==> src/rtl/hc_sr_pkg.sv <==
// Shared definitions for the HC-SR04 ranging path: FSM encoding and default constants.
package hc_sr_pkg;

    typedef enum logic [2:0] {
        ST_IDLE    = 3'd0,
        ST_WAIT_HI = 3'd1,
        ST_MEASURE = 3'd2,
        ST_CALC    = 3'd3,
        ST_DONE    = 3'd4,
        ST_TIMEOUT = 3'd5
    } hc_sr_state_e;

    // Longest wait from arm to echo rise, in us.
    localparam logic [15:0] WAIT_MAX_DEF = 16'd5000;
    // Longest echo-high time, in us (~4.3 m).
    localparam logic [15:0] ECHO_MAX_DEF = 16'd25000;
    // 0.1715 mm/us scaled by 2^16.
    localparam logic [15:0] K_MUL_DEF    = 16'd11239;
    localparam logic [4:0]  K_SHIFT_DEF  = 5'd16;

endpackage

==> src/rtl/hc_sr_echo_if.sv <==
// Trigger/echo inputs and result outputs of the echo receiver.
interface hc_sr_echo_if;
    import hc_sr_pkg::*;

    logic        trig;
    logic        echo;
    logic        busy;
    logic [15:0] dist_mm;
    logic        dist_valid;
    logic        timeout_err;

    // Driver side: trigger generator / sensor pin and result consumer.
    modport master (
        output trig, echo,
        input  busy, dist_mm, dist_valid, timeout_err
    );

    // Echo receiver side.
    modport slave (
        input  trig, echo,
        output busy, dist_mm, dist_valid, timeout_err
    );

endinterface

==> src/rtl/hc_sr_sync_edge.sv <==
// Two-flop synchronizer for an asynchronous pin with rise/fall pulses on the synced copy.
module hc_sr_sync_edge (
    input  logic clk_us,
    input  logic Rst_n,
    input  logic async_i,
    output logic sync_o,
    output logic rise_o,
    output logic fall_o
);

    logic meta_q, sync_q, prev_q;

    // Shift the pin through two sync stages and keep one more copy for edge detection.
    always_ff @(posedge clk_us or negedge Rst_n) begin
        if (!Rst_n) begin
            meta_q <= 1'b0;
            sync_q <= 1'b0;
            prev_q <= 1'b0;
        end else begin
            meta_q <= async_i;
            sync_q <= meta_q;
            prev_q <= sync_q;
        end
    end

    assign sync_o = sync_q;
    assign rise_o = sync_q & ~prev_q;
    assign fall_o = ~sync_q & prev_q;

endmodule

==> src/rtl/hc_sr_echo.sv <==
// HC-SR04 echo receiver: arms on trig fall, times echo high in us, scales to mm.
module hc_sr_echo
    import hc_sr_pkg::*;
#(
    parameter logic [15:0] WAIT_MAX = WAIT_MAX_DEF,
    parameter logic [15:0] ECHO_MAX = ECHO_MAX_DEF,
    parameter logic [15:0] K_MUL    = K_MUL_DEF,
    parameter logic [4:0]  K_SHIFT  = K_SHIFT_DEF
) (
    input  logic         clk_us,
    input  logic         Rst_n,
    hc_sr_echo_if.slave  sr_if
);

    hc_sr_state_e state_q, state_d;
    logic [15:0]  cnt_q, cnt_d;
    logic [31:0]  prod_q, prod_d;
    logic [15:0]  dist_q, dist_d;
    logic [31:0]  prod_sh;
    logic         trig_q, trig_fall;
    logic         echo_s, echo_rise, echo_fall;

    hc_sr_sync_edge u_echo_sync (
        .clk_us  (clk_us),
        .Rst_n   (Rst_n),
        .async_i (sr_if.echo),
        .sync_o  (echo_s),
        .rise_o  (echo_rise),
        .fall_o  (echo_fall)
    );

    // trig is already in this clock domain, so one register is enough for its edge.
    always_ff @(posedge clk_us or negedge Rst_n) begin
        if (!Rst_n) trig_q <= 1'b0;
        else        trig_q <= sr_if.trig;
    end

    assign trig_fall = trig_q & ~sr_if.trig;
    assign prod_sh   = prod_q >> K_SHIFT;

    // State, counter, product and held-result registers.
    always_ff @(posedge clk_us or negedge Rst_n) begin
        if (!Rst_n) begin
            state_q <= ST_IDLE;
            cnt_q   <= '0;
            prod_q  <= '0;
            dist_q  <= '0;
        end else begin
            state_q <= state_d;
            cnt_q   <= cnt_d;
            prod_q  <= prod_d;
            dist_q  <= dist_d;
        end
    end

    // Next state and datapath updates; a rise only counts once echo_s has been low,
    // which covers an echo that is already high when the FSM arms.
    always_comb begin
        state_d = state_q;
        cnt_d   = cnt_q;
        prod_d  = prod_q;
        dist_d  = dist_q;
        case (state_q)
            ST_IDLE: begin
                if (trig_fall) begin
                    state_d = ST_WAIT_HI;
                    cnt_d   = '0;
                end
            end
            ST_WAIT_HI: begin
                if (echo_rise) begin
                    state_d = ST_MEASURE;
                    cnt_d   = 16'd1;
                end else if (cnt_q == WAIT_MAX - 16'd1) begin
                    state_d = ST_TIMEOUT;
                end else begin
                    cnt_d = cnt_q + 16'd1;
                end
            end
            ST_MEASURE: begin
                if (echo_fall) begin
                    state_d = ST_CALC;
                end else if (echo_s && (cnt_q == ECHO_MAX)) begin
                    state_d = ST_TIMEOUT;
                end else if (echo_s) begin
                    cnt_d = cnt_q + 16'd1;
                end
            end
            ST_CALC: begin
                prod_d  = 32'(cnt_q) * 32'(K_MUL);
                state_d = ST_DONE;
            end
            ST_DONE: begin
                dist_d  = prod_sh[15:0];
                state_d = ST_IDLE;
            end
            ST_TIMEOUT: begin
                dist_d  = 16'hFFFF;
                state_d = ST_IDLE;
            end
            default: state_d = ST_IDLE;
        endcase
    end

    // Outputs: dist_mm shows the new value in the same cycle as its strobe and holds after.
    always_comb begin
        sr_if.busy        = (state_q != ST_IDLE);
        sr_if.dist_valid  = (state_q == ST_DONE);
        sr_if.timeout_err = (state_q == ST_TIMEOUT);
        sr_if.dist_mm     = dist_d;
    end

endmodule

==> src/flat_wrapper.sv <==
// flat-port wrapper written by rule: the top's interface ports become plain ports
module hc_sr_echo_flat import hc_sr_pkg::*;
#(
    parameter logic [15:0] WAIT_MAX = WAIT_MAX_DEF,
    parameter logic [15:0] ECHO_MAX = ECHO_MAX_DEF,
    parameter logic [15:0] K_MUL    = K_MUL_DEF,
    parameter logic [4:0]  K_SHIFT  = K_SHIFT_DEF
)
  (clk_us, Rst_n, sr_if_trig, sr_if_echo, sr_if_busy, sr_if_dist_mm, sr_if_dist_valid, sr_if_timeout_err);
  hc_sr_echo_if sr_if_i ();
  input  logic clk_us;
  input  logic Rst_n;
  input wire logic [$bits(sr_if_i.trig)-1:0] sr_if_trig;
  input wire logic [$bits(sr_if_i.echo)-1:0] sr_if_echo;
  output wire logic [$bits(sr_if_i.busy)-1:0] sr_if_busy;
  output wire logic [$bits(sr_if_i.dist_mm)-1:0] sr_if_dist_mm;
  output wire logic [$bits(sr_if_i.dist_valid)-1:0] sr_if_dist_valid;
  output wire logic [$bits(sr_if_i.timeout_err)-1:0] sr_if_timeout_err;
  assign sr_if_i.trig = sr_if_trig;
  assign sr_if_i.echo = sr_if_echo;
  assign sr_if_busy = sr_if_i.busy;
  assign sr_if_dist_mm = sr_if_i.dist_mm;
  assign sr_if_dist_valid = sr_if_i.dist_valid;
  assign sr_if_timeout_err = sr_if_i.timeout_err;
  hc_sr_echo #(.WAIT_MAX(WAIT_MAX), .ECHO_MAX(ECHO_MAX), .K_MUL(K_MUL), .K_SHIFT(K_SHIFT)) u_core (.clk_us(clk_us), .Rst_n(Rst_n), .sr_if(sr_if_i));
endmodule
==> config.mk <==
export PLATFORM = sky130hd
export DESIGN_NAME = hc_sr_echo_flat
export DESIGN_NICKNAME = d
export VERILOG_FILES = /design/src/rtl/hc_sr_pkg.sv /design/src/rtl/hc_sr_echo_if.sv /design/src/rtl/hc_sr_sync_edge.sv /design/src/rtl/hc_sr_echo.sv /design/src/flat_wrapper.sv
export SDC_FILE = /design/constraint.sdc
export NUM_CORES = 1
export LEC_CHECK = 0
export BUFFER_PORTS_ARGS = -buffer_cell sky130_fd_sc_hd__buf_2
export CAP_MARGIN = 30
export CORE_MARGIN = 5
export CORE_UTILIZATION = 45
export DETAILED_ROUTE_END_ITERATION = 16
export PLACE_DENSITY = 0.72
export SYNTH_ARGS = -nofsm -noshare
export SYNTH_HDL_FRONTEND = slang
export SYNTH_HIERARCHICAL = 1
export SYNTH_SLANG_ARGS = --single-unit
==> constraint.sdc <==
create_clock -name clk_us -period 7.15 [get_ports clk_us]
set_clock_uncertainty 0.1 [all_clocks]
set_input_delay 0.715 -clock clk_us [delete_from_list [all_inputs] [get_ports clk_us]]
set_output_delay 0.715 -clock clk_us [all_outputs]
set_load 0.02 [all_outputs]
==> impl_results.md <==
- Seq/Total Area, Yosys: 18.2%
- Number of max-cap violations: 0
- Number of routed nets with antenna violations: 0
- Initial antenna violation count: 0
- Crit. End Element: register
- Critical Path Max Stage Delay: 0.62 ns
- Final hold violations: 0
- Dominant synthesized flop cell: dfrtp_1
- Final WL: 16.4 mm
- Core ar.: 15900 sq um
- Post-synth EDFFs: 0
- FMAX: around 170 MHz
- CTS tree: yes
- Leak: 4.38 nW
- Number of synthesized register bits: 53
- RSZ-0062 raised after global routing: false
- Clock Sinks: between 50 and 60
- Nets: 1006
- Number of antenna diodes: 0
- Post-DR wirelength/cell: 16.5 microns
- NetSw: 0.732 mW
- Synth area leaders: fa_1, ha_1, dfrtp_1
- Clock latency on the worst-skew pair: 0.31 ns
- Num rows: 46
- Wire length of the first global-routing pass: ~28 mm
- P&R area growth vs syn: 7.11%
- Top cell type's share of synthesized area: 27.7%
- CTS H-Tree Depth: 2
- Comb power frac: 51.8%
- Clock power share: between 10% and 20%
- Max-slew violations: 0
- Worst setup endpoint: u_core/prod_q[25]
- Net Sw Frac: a little under half
- Setup TNS: 0 ns
- Number of global-route vias before repair: around 5.4k
- Ys Warns: 6
- GRT overflow: 0
- Worst path cell trace: inv_1, ha_1, fa_1, inv_1, fa_1, fa_1, inv_1, fa_1, inv_1, fa_1, ha_1, and3_1, nand3_1, o31ai_2, nand3_1, a211o_1, nand3_1
- Post-CTS Resized: 0
- WS Path Type: reg -> reg
- Power per cell area: 204 nW/um^2
- Fin util: 49.3%
- Initial Util: 46.0%
- Origin of the worst setup path: u_core/cnt_q[6]
- Net Count, Synth: 990
- # Post-CTS Setup Buffers: 0
- Critical-path maximum fanout: 8
- Reg-to-Reg Start: u_core/cnt_q[6]
- Worst slew pin tran: around 1 ns
- Synth unique cells: 53
- R2R cell count: 17
- Largest area contributor in the netlist: fa_1
- Overall Global Routing Usage: 19.1%
- DIE AREA: 18900 sq um
- Crit Reg-Reg Endpoint: u_core/prod_q[25]
- Sequential power share: 29.6%
- DR pass1 iterations: 5
- Pwr Total: 1.60 mW
- Vias per inst: 5.17
- CP startpoint kind: register
- Slew headroom: 32.8%
- Clock Pin Slew Worst Setup and Hold Paths: about 0.08 ns
- Vias: 5136
- Num CTS Buffers: 5
- Detailed Place HPWL: 13.8 mm
- Longest Clk Path Bufs: 2
- Internal power: roughly 0.86 mW
- # setup viols final: 0
- Data required time of the worst path: 7.29 ns
- Fin crit period: between 5 and 6 ns
- Pre-CTS setup slack: 1.32 ns
- Asr flop ratio synth: between 90% and 100%
- Hold Startpoint: u_core/u_echo_sync/meta_q
- Non-Filler Instances: 994
- Critical Path Most Common Cell: fa_1
- Share of cells above drive strength 1: 5.53%
- I/O Buffers: 22
- Final worst slack: 1.25 ns
- # DRC: 0
- Placed Instances: between 900 and 1k
- DR iter-0 viols: roughly 290
- DIE WIDTH: about 140 microns
- Reg2reg setup slack: 1.25 ns
- Arr. time, crit path: 6.04 ns
- Cts hold-fix bufs: 0
- HP Class: reg -> reg
- Synthesized area per cell: 9.60 sq um
- Die Ht: 137 microns
- Post-Syn Area: about 7300 sq um
- RePlAce Congestion: 0.948
- Syn Inst Count: between 700 and 800
- Max VDD drop: around 0.14 mV
- Tcrit/Tclk final: about 83%
- Largest net degree at the start of global routing: between 50 and 60
- Slowest CP cell: dfrtp_1
- I/O pin total: 23
- Clk root buf: clkbuf_16
- Status: completed
worst max-delay path, delay by kind of cell (launching register included):
kind	cells	cell delay (ns)
AO/OA/AOI/OAI	2	0.78
adder cells (fa/ha/maj)	7	3.35
buffers and inverters	4	0.36
flip-flops	1	0.62
AND/OR/NAND/NOR	4	0.62
final cells by class:
class                           count  area (sq um)
Clock inverter                      3          50.0
Multi-Input combinational cell    523          5290
Fill cell                        1527          8060
Clock buffer                        5           125
Sequential cell                    53          1330
Tap cell                          216           270
Inverter                          170           638
Timing Repair Buffer               24           125
state kept, by name, indices dropped and copies added, names as in the netlist:
signal and cells:
u_core/cnt_q 16, u_core/dist_q 16, u_core/prod_q 14, u_core/state_q 3, u_core/trig_q 1, u_core/u_echo_sync/meta_q 1, u_core/u_echo_sync/prev_q 1, u_core/u_echo_sync/sync_o 1
synthesized netlist by cell type, types with 2 or more instances:
cell and count:
a21o_1 9, nand2_1 57, o21a_1 5, xnor2_1 21
xor2_1 7, a21oi_1 28, clkbuf_1 12, nand3b_1 2
and3_1 3, nor2_1 43, o21ai_1 15, a21boi_1 2
fa_1 101, o211ai_1 2, nand4_1 9, o31ai_1 3
or3_1 5, a31oi_1 4, nand3_2 2, buf_2 2
and2_1 2, dfrtp_1 53, o21bai_1 2, a211o_1 4
o21ai_0 32, inv_1 170, nand3_1 9, o221ai_1 2
ha_1 124, nand2b_1 2, nor2b_1 4, nor3_1 4
logic make-up after synthesis:
logic type | after synthesis | synth area share, %
flops | 53 | 18.2
buf+inv | 185 | 9.64
compound gates | 118 | 9.93
fa+ha+maj | 225 | 48.9
simple gates | 152 | 9.99
xor+xnor | 28 | 3.36
power groups by stage:
stage | combinational (mW) | sequential, mW | clock (mW)
floorplan | 0.634 | 0.432 | 0
global placement | 0.813 | 0.476 | 0
detailed placement | 0.826 | 0.481 | 0
CTS | 0.836 | 0.474 | 0.305
global route | 0.950 | 0.486 | 0.317
finish | 0.826 | 0.472 | 0.297
layer usage:
metal	track usage, %	share of wire [%]
met5	0	0
met4	5.32	2.6
met3	2.89	4.9
met2	31.4	49
met1	26.3	44
layout by cell type (no fill, tap or decap), drive strengths merged, types with 7 or more instances in the layout:
cell	Yosys	layout
o21ai	47	47
dfrtp	53	53
xnor2	21	21
a21oi	28	28
a21o	9	9
fa	101	101
nor2	43	43
xor2	7	7
inv	170	171
nand4	9	9
nand2	57	57
nand3	11	11
buf	3	24
ha	124	124
through the flow:
step | hold slack, ns | instance area [sq um]
CTS | 0.278 | 7820
detailed placement | 0.237 | 7650
finish | 0.280 | 7820
global placement | 0.232 | 7650
floorplan | 0.231 | 7300
global route | 0.279 | 7820
how the worst min path moves through the flow:
stage,depth (start not counted),to
2_1_floorplan,0,u_core/u_echo_sync/sync_o
3_3_place_gp,0,u_core/u_echo_sync/sync_o
3_5_place_dp,0,u_core/u_echo_sync/sync_o
4_1_cts,0,u_core/u_echo_sync/sync_o
5_1_grt,0,u_core/u_echo_sync/sync_o
6_report,0,u_core/u_echo_sync/sync_o
(Power assumes the default switching activity.)
